[config.mk]
export PLATFORM = sky130hd
export DESIGN_NAME = mio_blit_master
export DESIGN_NICKNAME = d
export VERILOG_FILES = /design/src/rtl/mio_pkg.sv /design/src/rtl/mio_blit_addr_gen.sv /design/src/rtl/mio_blit_master.sv
export SDC_FILE = /design/constraint.sdc
export NUM_CORES = 1
export LEC_CHECK = 0
export CAP_MARGIN = 15
export CORE_ASPECT_RATIO = 0.9
export CORE_MARGIN = 8
export CORE_UTILIZATION = 25
export DETAILED_ROUTE_END_ITERATION = 12
export SLEW_MARGIN = 20
export SYNTH_ARGS = -nofsm -noshare
export SYNTH_HDL_FRONTEND = slang
export SYNTH_SLANG_ARGS = --single-unit
[constraint.sdc]
create_clock -name clk -period 8.1 [get_ports clk]
set_clock_uncertainty 0.1 [all_clocks]
set_input_delay 1.62 -clock clk [delete_from_list [all_inputs] [get_ports clk]]
set_output_delay 1.62 -clock clk [all_outputs]
set_load 0.01 [all_outputs]
[src/rtl/mio_pkg.sv]
// Shared MIO definitions: blit engine states, address-region nibbles and screen geometry.
package mio_pkg;

    typedef enum logic [2:0] {
        S_IDLE,
        S_REQ,
        S_RD,
        S_WR,
        S_ADV,
        S_DONE
    } blit_state_e;

    localparam logic [3:0] REGION_RAM    = 4'h0;
    localparam logic [3:0] REGION_PICEND = 4'hB;
    localparam logic [3:0] REGION_VRAM   = 4'hC;
    localparam logic [3:0] REGION_KBD    = 4'hD;
    localparam logic [3:0] REGION_SSEG   = 4'hE;
    localparam logic [3:0] REGION_PIO    = 4'hF;

    localparam int PITCH_DEF = 640;
    localparam int SCREEN_H  = 480;
    localparam int PIX_W     = 19;

endpackage

[src/rtl/mio_blit_addr_gen.sv]
// Block-walk address generator: x/y counters, row-start and current pixel pointers.
// The 19-bit pixel index wraps naturally; the upper address bits are frozen at load.
module mio_blit_addr_gen
    import mio_pkg::*;
#(
    parameter int SRC_PITCH = PITCH_DEF,
    parameter int DST_PITCH = PITCH_DEF
) (
    input  logic        clk,
    input  logic        rst,
    input  logic        load,
    input  logic        step,
    input  logic [31:0] src_base,
    input  logic [31:0] dst_base,
    input  logic [9:0]  blk_w,
    input  logic [8:0]  blk_h,
    output logic [31:0] src_ptr,
    output logic [31:0] dst_ptr,
    output logic        last
);

    logic [12:0]      src_hi_q, src_hi_d, dst_hi_q, dst_hi_d;
    logic [PIX_W-1:0] src_row_q, src_row_d, dst_row_q, dst_row_d;
    logic [PIX_W-1:0] src_cur_q, src_cur_d, dst_cur_q, dst_cur_d;
    logic [9:0]       w_q, w_d, x_q, x_d;
    logic [8:0]       h_q, h_d, y_q, y_d;
    logic             last_q, last_d;
    logic             end_of_row;

    assign end_of_row = (x_q == w_q - 10'd1);

    always_comb begin
        src_hi_d  = src_hi_q;
        dst_hi_d  = dst_hi_q;
        src_row_d = src_row_q;
        dst_row_d = dst_row_q;
        src_cur_d = src_cur_q;
        dst_cur_d = dst_cur_q;
        w_d       = w_q;
        h_d       = h_q;
        x_d       = x_q;
        y_d       = y_q;
        last_d    = last_q;
        if (load) begin
            src_hi_d  = src_base[31:19];
            dst_hi_d  = dst_base[31:19];
            src_row_d = src_base[18:0];
            dst_row_d = dst_base[18:0];
            src_cur_d = src_base[18:0];
            dst_cur_d = dst_base[18:0];
            w_d       = blk_w;
            h_d       = blk_h;
            x_d       = '0;
            y_d       = '0;
            last_d    = 1'b0;
        end else if (step) begin
            if (end_of_row) begin
                // New row: both row starts move down one pitch, no multiply needed.
                x_d       = '0;
                y_d       = y_q + 9'd1;
                src_row_d = src_row_q + PIX_W'(SRC_PITCH);
                dst_row_d = dst_row_q + PIX_W'(DST_PITCH);
                src_cur_d = src_row_q + PIX_W'(SRC_PITCH);
                dst_cur_d = dst_row_q + PIX_W'(DST_PITCH);
                last_d    = (y_q == h_q - 9'd1);
            end else begin
                x_d       = x_q + 10'd1;
                src_cur_d = src_cur_q + 19'd1;
                dst_cur_d = dst_cur_q + 19'd1;
            end
        end
    end

    always_ff @(posedge clk) begin
        if (!rst) begin
            src_hi_q  <= '0;
            dst_hi_q  <= '0;
            src_row_q <= '0;
            dst_row_q <= '0;
            src_cur_q <= '0;
            dst_cur_q <= '0;
            w_q       <= '0;
            h_q       <= '0;
            x_q       <= '0;
            y_q       <= '0;
            last_q    <= 1'b0;
        end else begin
            src_hi_q  <= src_hi_d;
            dst_hi_q  <= dst_hi_d;
            src_row_q <= src_row_d;
            dst_row_q <= dst_row_d;
            src_cur_q <= src_cur_d;
            dst_cur_q <= dst_cur_d;
            w_q       <= w_d;
            h_q       <= h_d;
            x_q       <= x_d;
            y_q       <= y_d;
            last_q    <= last_d;
        end
    end

    assign src_ptr = {src_hi_q, src_cur_q};
    assign dst_ptr = {dst_hi_q, dst_cur_q};
    assign last    = last_q;

endmodule

[src/rtl/mio_blit_master.sv]
// MIO bus-master blit engine: copies a picture-ROM rectangle into VRAM with optional colour key.
// Bus outputs are registered from the next-state decode so they move only on clock edges.
module mio_blit_master
    import mio_pkg::*;
#(
    parameter int RD_LAT    = 2,
    parameter int SRC_PITCH = PITCH_DEF,
    parameter int DST_PITCH = PITCH_DEF
) (
    input  logic        clk,
    input  logic        rst,
    input  logic        start,
    input  logic [31:0] src_base,
    input  logic [31:0] dst_base,
    input  logic [9:0]  blk_w,
    input  logic [8:0]  blk_h,
    input  logic        key_en,
    input  logic [11:0] key_color,
    input  logic        bus_gnt,
    input  logic [31:0] Cpu_data4bus,
    output logic        bus_req,
    output logic [31:0] addr_bus,
    output logic        mem_w,
    output logic [31:0] Cpu_data2bus,
    output logic        busy,
    output logic        done
);

    localparam int CW = (RD_LAT > 1) ? $clog2(RD_LAT) : 1;

    blit_state_e   state_q, state_d;
    logic [CW-1:0] rd_cnt_q, rd_cnt_d;
    logic          key_en_q, key_en_d;
    logic [11:0]   key_color_q, key_color_d;
    logic          act_q, act_d, done_q, done_d, mem_w_q, mem_w_d;
    logic [31:0]   addr_q, addr_d, wdata_q, wdata_d;
    logic          load, step, last;
    logic [31:0]   src_ptr, dst_ptr;
    logic [11:0]   pix;
    logic          unused_rd_hi;

    assign pix          = Cpu_data4bus[11:0];
    assign unused_rd_hi = ^Cpu_data4bus[31:12];

    mio_blit_addr_gen #(
        .SRC_PITCH(SRC_PITCH),
        .DST_PITCH(DST_PITCH)
    ) u_addr_gen (
        .clk      (clk),
        .rst      (rst),
        .load     (load),
        .step     (step),
        .src_base (src_base),
        .dst_base (dst_base),
        .blk_w    (blk_w),
        .blk_h    (blk_h),
        .src_ptr  (src_ptr),
        .dst_ptr  (dst_ptr),
        .last     (last)
    );

    always_comb begin
        state_d     = state_q;
        rd_cnt_d    = rd_cnt_q;
        key_en_d    = key_en_q;
        key_color_d = key_color_q;
        load        = 1'b0;
        step        = 1'b0;
        wdata_d     = '0;
        case (state_q)
            S_IDLE: if (start) begin
                load        = 1'b1;
                key_en_d    = key_en;
                key_color_d = key_color;
                state_d     = (blk_w == '0 || blk_h == '0) ? S_DONE : S_REQ;
            end
            S_REQ: if (bus_gnt) begin
                state_d  = S_RD;
                rd_cnt_d = '0;
            end
            S_RD: begin
                if (!bus_gnt) begin
                    state_d = S_REQ;
                end else if (rd_cnt_q == CW'(RD_LAT - 1)) begin
                    // Stepping on the way into ADV keeps the pointers ready for the next RD.
                    if (key_en_q && pix == key_color_q) begin
                        state_d = S_ADV;
                        step    = 1'b1;
                    end else begin
                        state_d = S_WR;
                        wdata_d = {20'h0, pix};
                    end
                end else begin
                    rd_cnt_d = rd_cnt_q + CW'(1);
                end
            end
            S_WR: begin
                if (!bus_gnt) begin
                    state_d = S_REQ;
                end else begin
                    state_d = S_ADV;
                    step    = 1'b1;
                end
            end
            S_ADV: begin
                if (last) begin
                    state_d = S_DONE;
                end else begin
                    state_d  = S_RD;
                    rd_cnt_d = '0;
                end
            end
            S_DONE:  state_d = S_IDLE;
            default: state_d = S_IDLE;
        endcase

        act_d   = (state_d == S_REQ) || (state_d == S_RD) || (state_d == S_WR) || (state_d == S_ADV);
        done_d  = (state_d == S_DONE);
        mem_w_d = (state_d == S_WR);
        addr_d  = (state_d == S_RD) ? src_ptr : (state_d == S_WR) ? dst_ptr : '0;
    end

    always_ff @(posedge clk) begin
        if (!rst) begin
            state_q     <= S_IDLE;
            rd_cnt_q    <= '0;
            key_en_q    <= 1'b0;
            key_color_q <= '0;
            act_q       <= 1'b0;
            done_q      <= 1'b0;
            mem_w_q     <= 1'b0;
            addr_q      <= '0;
            wdata_q     <= '0;
        end else begin
            state_q     <= state_d;
            rd_cnt_q    <= rd_cnt_d;
            key_en_q    <= key_en_d;
            key_color_q <= key_color_d;
            act_q       <= act_d;
            done_q      <= done_d;
            mem_w_q     <= mem_w_d;
            addr_q      <= addr_d;
            wdata_q     <= wdata_d;
        end
    end

    // A grant withdrawn inside the WR cycle must not let the strobe reach the bus.
    assign mem_w        = mem_w_q & bus_gnt;
    assign bus_req      = act_q;
    assign busy         = act_q;
    assign addr_bus     = addr_q;
    assign Cpu_data2bus = wdata_q;
    assign done         = done_q;

endmodule
# After elaboration in Yosys (flattened, before gate mapping)

Index checks and enable logic that the tools add are counted.

Flip-flop bits (word level): 225
Input port bits: 132
Output and inout bits: 68

$add $sub $neg: 9
Equal/unequal tests: 15
Mux-type cells: 36
Bitwise logic cells: 5
Reductions and logical operators: 18

Operators by type and width:

| cell                   | number |
|---|---|
| $mux 19                | 12 |
| $mux 32                | 2 |
| $add 19x1->19 const B  | 2 |
| $add 19x10->19 const B | 2 |
| $mux 3                 | 8 |
| $pmux 3 s5             | 1 |
| $eq 12x12->1           | 1 |
| $eq 3x2->1 const B     | 4 |
| $add 10x1->10 const B  | 1 |
| $eq 10x10->1           | 1 |
| $logic_not 10->1       | 1 |
| $mux 1                 | 10 |
| $mux 10                | 1 |
| $sub 10x1->10 const B  | 1 |
| $add 9x1->9 const B    | 1 |
| $eq 3x3->1 const B     | 3 |
| $eq 9x9->1             | 1 |
| $logic_not 9->1        | 1 |
| $sub 9x1->9 const B    | 1 |
| $reduce_and 4->1       | 2 |
| $eq 3x1->1 const B     | 2 |
| $ne 2x2->1 const B     | 3 |
| $reduce_and 2->1       | 3 |
| $reduce_or 5->1        | 1 |
| other kinds (11)       | 18 |

# Depth between registers and ports, before layout

Gate-level depths: netlist of run 1.

Depth after elaboration: 10
Gate-level depth with buffers: 12

# Modules after synthesis

A second synthesis of run 1 with hierarchy kept.

Cells, all modules: 1172
Area total of the unflattened synthesis: 10214.8 sq um

By module, submodules not included:

| module            | times used | cells an instance | area each (sq um) | seq. area each (sq um) |
|---|---|---|---|---|
| mio_blit_addr_gen | 1          | 915               | 7608.5            | 2822.7 |
| mio_blit_master   | 1          | 257               | 2606.2            | 1281.2 |

# Worst setup path after synthesis of run 1

Ideal clock, no wire load.

Kind: in2reg
Start point: input Cpu_data4bus[1]
End point: register u_addr_gen.y_q[1]
Setup time: 0.123 ns
Data arrival time: 3.507 ns
Data required time: 7.877 ns
Slack: 4.370 ns
Stages on the path: 8
Cells stage by stage: xnor2_1 -> nand4_1 -> nor4_1 -> o21ai_1 -> nor4_4 -> buf_6 -> mux2i_1 -> nor2_1

Word-level cells in the longest chain between the ends: 7

RTL lines:

| what                       | line                    | RTL |
|---|---|---|
| from (decl)                | mio_blit_master.sv:20   | `input logic [31:0] Cpu_data4bus,` |
| $eq 12x12->1               | mio_blit_master.sv:86   | `if (key_en_q && pix == key_color_q) begin` |
| $logic_and 1x1->1          | mio_blit_master.sv:86   |  |
| $mux 1                     | mio_blit_master.sv:86   |  |
| $mux 1                     | mio_blit_master.sv:84   | `end else if (rd_cnt_q == CW'(RD_LAT - 1)) begin` |
| $mux 1                     | mio_blit_master.sv:82   | `if (!bus_gnt) begin` |
| $pmux 1 s2                 | mio_blit_master.sv:70   | `case (state_q)` |
| $reduce_and 2->1 (no line) | n/a                     |  |
| to (signal assigned)       | mio_blit_addr_gen.sv:97 | `y_q <= y_d;` |
| to (decl)                  | mio_blit_addr_gen.sv:26 | `logic [8:0] h_q, h_d, y_q, y_d;` |

No other way between the ends.
A chain may end at the register's enable or synchronous reset.

# Worst setup path after layout of run 1

Start point: input bus_gnt
End point: output mem_w

Word-level cells in the longest chain between the ends: 1

RTL lines:

| what        | line                   | RTL |
|---|---|---|
| from (decl) | mio_blit_master.sv:19  | `input logic bus_gnt,` |
| $and 1x1->1 | mio_blit_master.sv:148 | `assign mem_w = mem_w_q & bus_gnt;` |
| to (decl)   | mio_blit_master.sv:23  | `output logic mem_w,` |

No other way between the ends.

==> results of run 1 <==
[state kept, by name, indices dropped and copies added (netlist names)]
signal                cells
state_q                   3
bus_req                   1
u_addr_gen.src_cur_q     19
u_addr_gen.dst_cur_q     19
key_color_q              12
rd_cnt_q                  1
addr_bus                 32
mem_w_q                   1
u_addr_gen.w_q           10
u_addr_gen.dst_hi_q      13
u_addr_gen.x_q           10
u_addr_gen.y_q            9
u_addr_gen.dst_row_q     19
Cpu_data2bus             12
done                      1
u_addr_gen.last           1
key_en_q                  1
u_addr_gen.src_hi_q      13
u_addr_gen.src_row_q     19
u_addr_gen.h_q            9
[placed cells by master, fill, tap and decap left out, drive strengths merged, types with 10 or more instances in the layout]
cell / Yosys / final
nand4: 20 / 20
xnor2: 67 / 67
a31oi: 19 / 19
and4: 10 / 10
clkdlybuf4s50: 0 / 158
o21ai: 54 / 54
and2: 21 / 21
a21oi: 34 / 34
nor3: 25 / 25
or4: 15 / 15
a211oi: 18 / 18
and3: 10 / 10
a311oi: 10 / 10
dfxtp: 205 / 205
nand2: 208 / 208
buf: 35 / 12
nand3: 33 / 33
xor2: 26 / 26
conb: 1 / 20
inv: 11 / 11
nor2: 64 / 64
a22o: 33 / 33
a21boi: 72 / 72
mux2i: 15 / 15
clkbuf: 68 / 32
o31ai: 16 / 16
[power by group]
part / internal [mW] / leakage, nW / switching [mW] / total, mW
registers: 1.07 / 1.68 / 0.0643 / 1.13
clock network: 0.607 / 0.376 / 0.434 / 1.04
logic: 0.158 / 2.41 / 0.173 / 0.331
total: 1.83 / 4.46 / 0.672 / 2.50
[per-layer routing]
layer  global-route usage, %  up-vias
met2                    20.5      272
met1                    16.9     4246
met4                    2.86        0
met3                    3.56       46
li1                        -     4395
met5                       0        -
[Yosys cell counts (8+ instances only)]
| cell type | count | area share (%) |
|---|---|---|
| or4_1 | 15 | 1.1 |
| and3_1 | 10 | 0.63 |
| nand2_1 | 208 | 7.8 |
| xnor2_1 | 67 | 5.9 |
| and4_1 | 10 | 0.88 |
| nand3_1 | 33 | 1.7 |
| dfxtp_1 | 205 | 41 |
| nor3_1 | 24 | 1.2 |
| a311oi_1 | 10 | 0.88 |
| or3_1 | 9 | 0.56 |
| nor2_1 | 63 | 2.4 |
| and2_1 | 21 | 1.3 |
| a211oi_1 | 16 | 1.2 |
| o21ai_0 | 52 | 2.6 |
| mux2i_1 | 15 | 1.5 |
| nand4_1 | 20 | 1.3 |
| a31oi_1 | 19 | 1.2 |
| a21boi_0 | 72 | 5.4 |
| o31ai_1 | 15 | 1.1 |
| clkbuf_1 | 68 | 2.6 |
| a22o_1 | 33 | 2.9 |
| a21oi_1 | 33 | 1.7 |
| xor2_1 | 26 | 2.3 |
| ha_1 | 8 | 1.0 |
| inv_1 | 11 | 0.41 |
| buf_4 | 21 | 1.6 |
[worst reg2reg max path: stages (launching register included)]
cell	delay [ns]
dfxtp_1	0.43
inv_1	0.07
ha_1	0.30
o21ba_1	0.21
a221oi_1	0.30
a41oi_1	0.09
nor3_1	0.47
nand4_1	0.77
or4_1	0.74
a21oi_1	0.14
[area by class of cell]
cell class,count,area (sq um)
well taps,532,666
multi-input cells,887,5480
repair buffers,170,1670
flip-flops and latches,205,4100
fillers,4158,26700
clock inverters,11,97.6
clock buffers,32,661
inverters,11,41.3
[cell families (layout without fill, tap and decap cells)]
logic type | count (synthesis) | in the layout | synth area share, %
AND/OR/NAND/NOR | 451 | 451 | 21.7
AO/OA/AOI/OAI | 298 | 298 | 21.1
flip-flops | 205 | 205 | 41.0
buffers and inverters | 114 | 224 | 5.29
XOR/XNOR | 93 | 93 | 8.14
multiplexers | 17 | 17 | 1.73
adder cells (fa/ha/maj) | 8 | 8 | 1.00
other | 1 | 20 | 0.0375
[final timing paths]
| path | startpoint | to | slack, ns |
|---|---|---|---|
| min | u_addr_gen.src_hi_q[4]$_SDFFE_PN0P_ | u_addr_gen.src_hi_q[4]$_SDFFE_PN0P_ | 0.36 |
| min reg2reg | u_addr_gen.src_hi_q[4]$_SDFFE_PN0P_ | u_addr_gen.src_hi_q[4]$_SDFFE_PN0P_ | 0.36 |
| max | bus_gnt | mem_w | 3.48 |
| max reg2reg | u_addr_gen.w_q[0]$_SDFFE_PN0P_ | u_addr_gen.y_q[8]$_SDFFE_PP0P_ | 4.40 |
==> impl_metrics.py, run 1 <==
metrics = {
    "grt": {
        "grt_pass1_wl_microns": 48100,
        "antenna_found_initial": 0,
        "grt_pass1_vias": 8520,
        "grt_max_degree": 87,
        "grt_use_total_pct": 12.8,
        "overflow": 0,
    },
    "placed_design": {
        "place.gp.congestion": 0.822,
        "portBuffers": 159,
        "post-place-ws_ns": 2.89,
        "dp.cells": 1805,
        "dp_hpwl_microns": 21800,
        "placedInstanceArea_sq_um": 12000,
    },
    "die": {
        "start_util_pct": 25.4,
        "chipWidth_microns": 227,
        "rows": 69,
        "dieArea_sq_um": 46700,
        "coreArea_sq_um": 39500,
        "die_y_microns": 206,
        "io_pins": 200,
    },
    "timing": {
        "relSlewSlack_pct": 35.0,
        "worst_slack_ns": 3.48,
        "tightest_slew_ns": 0.974,
        "period_needed_ns": 4.62,
        "drv_slew": 0,
        "holdWs_ns": 0.363,
        "hold_viol": 0,
        "rsz0062_at_grt": "false",
        "post-route-period-util_pct": 57.0,
        "setup_viol": 0,
        "max_freq_mhz": 217,
        "setup_tns_ns": 0,
    },
    "routing": {
        "vias": 8959,
        "drt-initial-drc-count": 650,
        "wl_met3_microns": 2400,
        "viasPerCell": 4.85,
        "drt-pass1-iter-count": 5,
        "wl_met2_microns": 14200,
        "detail-route-antenna-nets": 0,
        "avgRoutedWirePerCell_microns": 16.7,
        "maxUsedRoutingLayer": "met4",
        "drc_errors": 0,
        "drt-total-wl_microns": 30800,
        "drt-met1-wl_microns": 13700,
    },
    "critical_path": {
        "crit_buf_inv": 2,
        "critPathMaxStageDelay_ns": 0.58,
        "cpLargestDelayFamily": "buffers and inverters",
        "critPathCaptureType": "output pin",
        "crit_chain": "clkdlybuf4s50_1 -> and2_1 -> clkdlybuf4s50_1",
        "cp.depth": 3,
        "crit_top_cell": "clkdlybuf4s50_1",
        "worstSetupPathType": "in2out",
        "slowest_stage": "clkdlybuf4s50_1",
        "crit_required_ns": 6.38,
        "critPathArrivalTime_ns": 2.90,
        "cp_max_fo": 5,
        "reg2reg_depth": 9,
        "start_kind": "primary input",
    },
    "logic_synthesis": {
        "async_reset_ff_share_pct": 0,
        "ys_ff_latch": 205,
        "synth_flop_cell": "dfxtp_1",
        "synth_area_sq_um": 10000,
        "yosysSeqAreaShare_pct": 41.0,
        "synth_enable_flop_cells": 0,
        "syn_inst": 1187,
        "synth.distinct_cells": 66,
        "avgSynthCellArea_sq_um": 8.43,
        "yosysWarnings": 0,
    },
    "final_layout": {
        "antenna_cells": 0,
        "area_growth_pct": 27.1,
        "final_cells": 1848,
        "stdcell_area_sq_um": 12700,
        "drive_gt1_share_pct": 5.62,
        "nets": 1439,
        "final_util_pct": 32.2,
    },
    "flow_run": {
        "maxCapViolCount": 0,
    },
    "pwr": {
        "p_leak_nw": 4.46,
        "max-vdd-ir-drop_mv": 0.102,
        "power_density_nw_per_um2": 197,
        "power_mw": 2.50,
    },
    "cts": {
        "post_cts_resized": 0,
        "htree_num_levels": 1,
        "clock-sinks": 205,
        "cts-root-buf": "clkbuf_16",
        "clock_path_buffers": 3,
        "cts_inserted_buffers": 24,
        "cts-hold-fix-buffers": 0,
        "clock_latency_ns": 0.53,
        "post_cts.repair.setup_buffers": 0,
        "clk_pin_slew_ns": 0.06,
        "cts_tree": "built",
    },
    "min_path": {
        "min_path_type": "reg2reg",
        "holdPathStages": 2,
    },
    "outcome": {
        "status": "finished clean",
    },
}
Power figures use the tool's default switching activity.
==> run 2, diff against run 1 <==
==> constraint.sdc (replaced) <==
create_clock -name clk -period 3.79 [get_ports clk]
set_clock_uncertainty 0.1 [all_clocks]
set_input_delay 0.758 -clock clk [delete_from_list [all_inputs] [get_ports clk]]
set_output_delay 0.758 -clock clk [all_outputs]
set_load 0.01 [all_outputs]
==> run 2 against run 1 <==
  * Register-to-register slack got worse by 3.7 ns
  * Non-clock buffer count is 13 higher
  * Sequential cell count unchanged
  * Count of clock-buffer cells in the layout shrank 3
  * Combinational power increased by 120%
  * Global-route usage is 0.10 points lower
  * Worst hold slack barely moved
  * Critical path type is now reg2reg
  * Critical endpoint is now u_addr_gen.dst_row_q[17]$_SDFFE_PN0P_
  * Largest power group is now the clock network
==> impl_metrics.py, run 2 (synthesized netlist as in run 1, its figures left out) <==
metrics = {
    "critical_path": {
        "r2r_start": "u_addr_gen.w_q[0]$_SDFFE_PN0P_",
        "cpLargestDelayFamily": "simple AND/OR/NAND/NOR gates",
        "slowest_stage": "or4_1",
        "crit_chain": "inv_1 -> ha_1 -> o21ba_1 -> a221oi_1 -> a41oi_1 -> nor3_1 -> nand3_2 -> buf_12 -> or4_1 -> a31oi_1",
        "reg2reg_to": "u_addr_gen.dst_row_q[17]$_SDFFE_PN0P_",
        "worstSetupPathType": "reg2reg",
        "r2r_slack_ns": 0.66,
        "crit_buf_inv": 2,
        "cp_max_fo": 62,
        "crit_required_ns": 4.13,
        "cp.depth": 10,
        "critPathMaxStageDelay_ns": 0.50,
        "critPathCaptureType": "flop",
        "reg2reg_depth": 10,
        "critPathArrivalTime_ns": 3.47,
        "start_kind": "flop",
    },
    "min_path": {
        "holdPathStages": 2,
        "min_from": "u_addr_gen.src_hi_q[10]$_SDFFE_PN0P_",
        "holdPathEnd": "u_addr_gen.src_hi_q[10]$_SDFFE_PN0P_",
        "min_path_type": "reg2reg",
    },
    "die": {
        "start_util_pct": 25.4,
        "chipWidth_microns": 227,
        "dieArea_sq_um": 46700,
        "io_pins": 200,
        "die_y_microns": 206,
        "rows": 69,
        "coreArea_sq_um": 39500,
    },
    "routing": {
        "drt-initial-drc-count": 639,
        "viasPerCell": 4.85,
        "detail-route-antenna-nets": 0,
        "avgRoutedWirePerCell_microns": 16.8,
        "drc_errors": 0,
        "drt-total-wl_microns": 31200,
        "drt-pass1-iter-count": 7,
        "vias": 9040,
    },
    "cts": {
        "cts_inserted_buffers": 24,
        "clock_path_buffers": 3,
        "cts-root-buf": "clkbuf_16",
        "cts-hold-fix-buffers": 0,
        "cts_tree": "built",
        "clock_latency_ns": 0.52,
        "clk_pin_slew_ns": 0.06,
        "post_cts.repair.setup_buffers": 0,
        "post_cts_resized": 0,
        "clock-sinks": 205,
        "htree_num_levels": 1,
    },
    "grt": {
        "antenna_found_initial": 1,
        "grt_max_degree": 133,
        "overflow": 0,
        "grt_use_total_pct": 12.7,
        "grt_pass1_wl_microns": 47900,
        "grt_pass1_vias": 8465,
    },
    "timing": {
        "hold_viol": 0,
        "period_needed_ns": 3.13,
        "drv_slew": 0,
        "holdWs_ns": 0.363,
        "setup_viol": 0,
        "max_freq_mhz": 319,
        "setup_tns_ns": 0,
        "post-route-period-util_pct": 82.7,
        "relSlewSlack_pct": 57.4,
        "rsz0062_at_grt": "false",
        "tightest_slew_ns": 0.632,
    },
    "final_layout": {
        "drive_gt1_share_pct": 6.92,
        "final_common_cell": "nand2_1",
        "nets": 1452,
        "largest_register_ffs": 32,
        "seq_area_sq_um": 4100,
        "area_growth_pct": 30.4,
        "antenna_cells": 0,
        "multi_input_area_sq_um": 5470,
        "num-fill-cells": 4097,
        "mostFrequentLayoutCells": "208 x nand2_1, 205 x dfxtp_1, 158 x clkdlybuf4s50_1",
    },
    "pwr": {
        "power_density_nw_per_um2": 441,
        "max-vdd-ir-drop_mv": 0.279,
        "p_leak_nw": 4.62,
    },
    "placed_design": {
        "portBuffers": 159,
        "place.gp.congestion": 0.864,
        "dp_hpwl_microns": 22300,
    },
    "outcome": {
        "status": "finished clean",
    },
    "flow_run": {
        "maxCapViolCount": 0,
    },
}
==> run 2: changes by cell type in the layout (fill, tap and decap cells not counted) <==
| cell | change |
|---|---|
| buf_12 | +7 |
| buf_4 | +6 |
| bufinv_16 | +5 |
| clkbuf_1 | -4 |
| clkinv_4 | +2 |
| clkbuf_16 | +1 |
| clkinv_2 | -1 |
| clkinv_8 | -1 |
| clkinvlp_4 | -1 |
| nor3_2 | +1 |
| nor3_4 | -1 |
==> run 2: worst register-to-register path: cells and delay by family, from the launching register on <==
kind	cells	cell delay, ns
adders and majority gates	1	0.30
AOI/OAI and AO/OA	4	0.76
and+or+nand+nor	3	1.14
DFF	1	0.42
buffers and inverters	2	0.33
==> run 2: final cells by class <==
type                            count  area share [%]
Clock inverter                     15            1.81
Inverter                           11           0.316
Tap cell                          532            5.10
Multi-Input combinational cell    887            41.9
Sequential cell                   205            31.5
Clock buffer                       29            5.14
Timing Repair Buffer              183            14.2
==> run 2: worst max-delay path by stage <==
stage / endpoint / start
2_1_floorplan: u_addr_gen.y_q[1]$_SDFFE_PP0P_ / u_addr_gen.w_q[0]$_SDFFE_PN0P_
3_3_place_gp: u_addr_gen.y_q[8]$_SDFFE_PP0P_ / Cpu_data4bus[8]
3_5_place_dp: u_addr_gen.y_q[8]$_SDFFE_PP0P_ / Cpu_data4bus[8]
4_1_cts: u_addr_gen.dst_cur_q[2]$_SDFFE_PN0P_ / u_addr_gen.w_q[0]$_SDFFE_PN0P_
5_1_grt: u_addr_gen.dst_row_q[17]$_SDFFE_PN0P_ / u_addr_gen.w_q[0]$_SDFFE_PN0P_
6_report: u_addr_gen.dst_row_q[17]$_SDFFE_PN0P_ / u_addr_gen.w_q[0]$_SDFFE_PN0P_
==> run 2: layer usage <==
layer | wire length (microns) | GRT usage, %
met1 | 13900 | 17.0
met2 | 14400 | 20.8
met3 | 2310 | 2.75
met4 | 533 | 2.58
met5 | 0 | 0
==> run 2: per-stage QoR <==
stage / setup WS, ns / cells / instance area, sq um / utilization, % / power, mW
global route: 0.365 / 1862 / 13000 / 33.1 / 6.00
finish: 0.657 / 1862 / 13000 / 33.1 / 5.75
detailed placement: 0.316 / 1818 / 12100 / 30.8 / 3.18
global placement: 0.308 / 1818 / 12100 / 30.8 / 3.16
floorplan: 0.824 / 1206 / 10100 / - / 2.89
CTS: 0.619 / 1862 / 13000 / 33.1 / 5.83
==> run 2: where the power goes <==
part	leakage (nW)	switching (mW)	internal [mW]
Combinational	2.49	0.376	0.350
Sequential	1.68	0.137	2.28
Clock	0.451	0.942	1.67
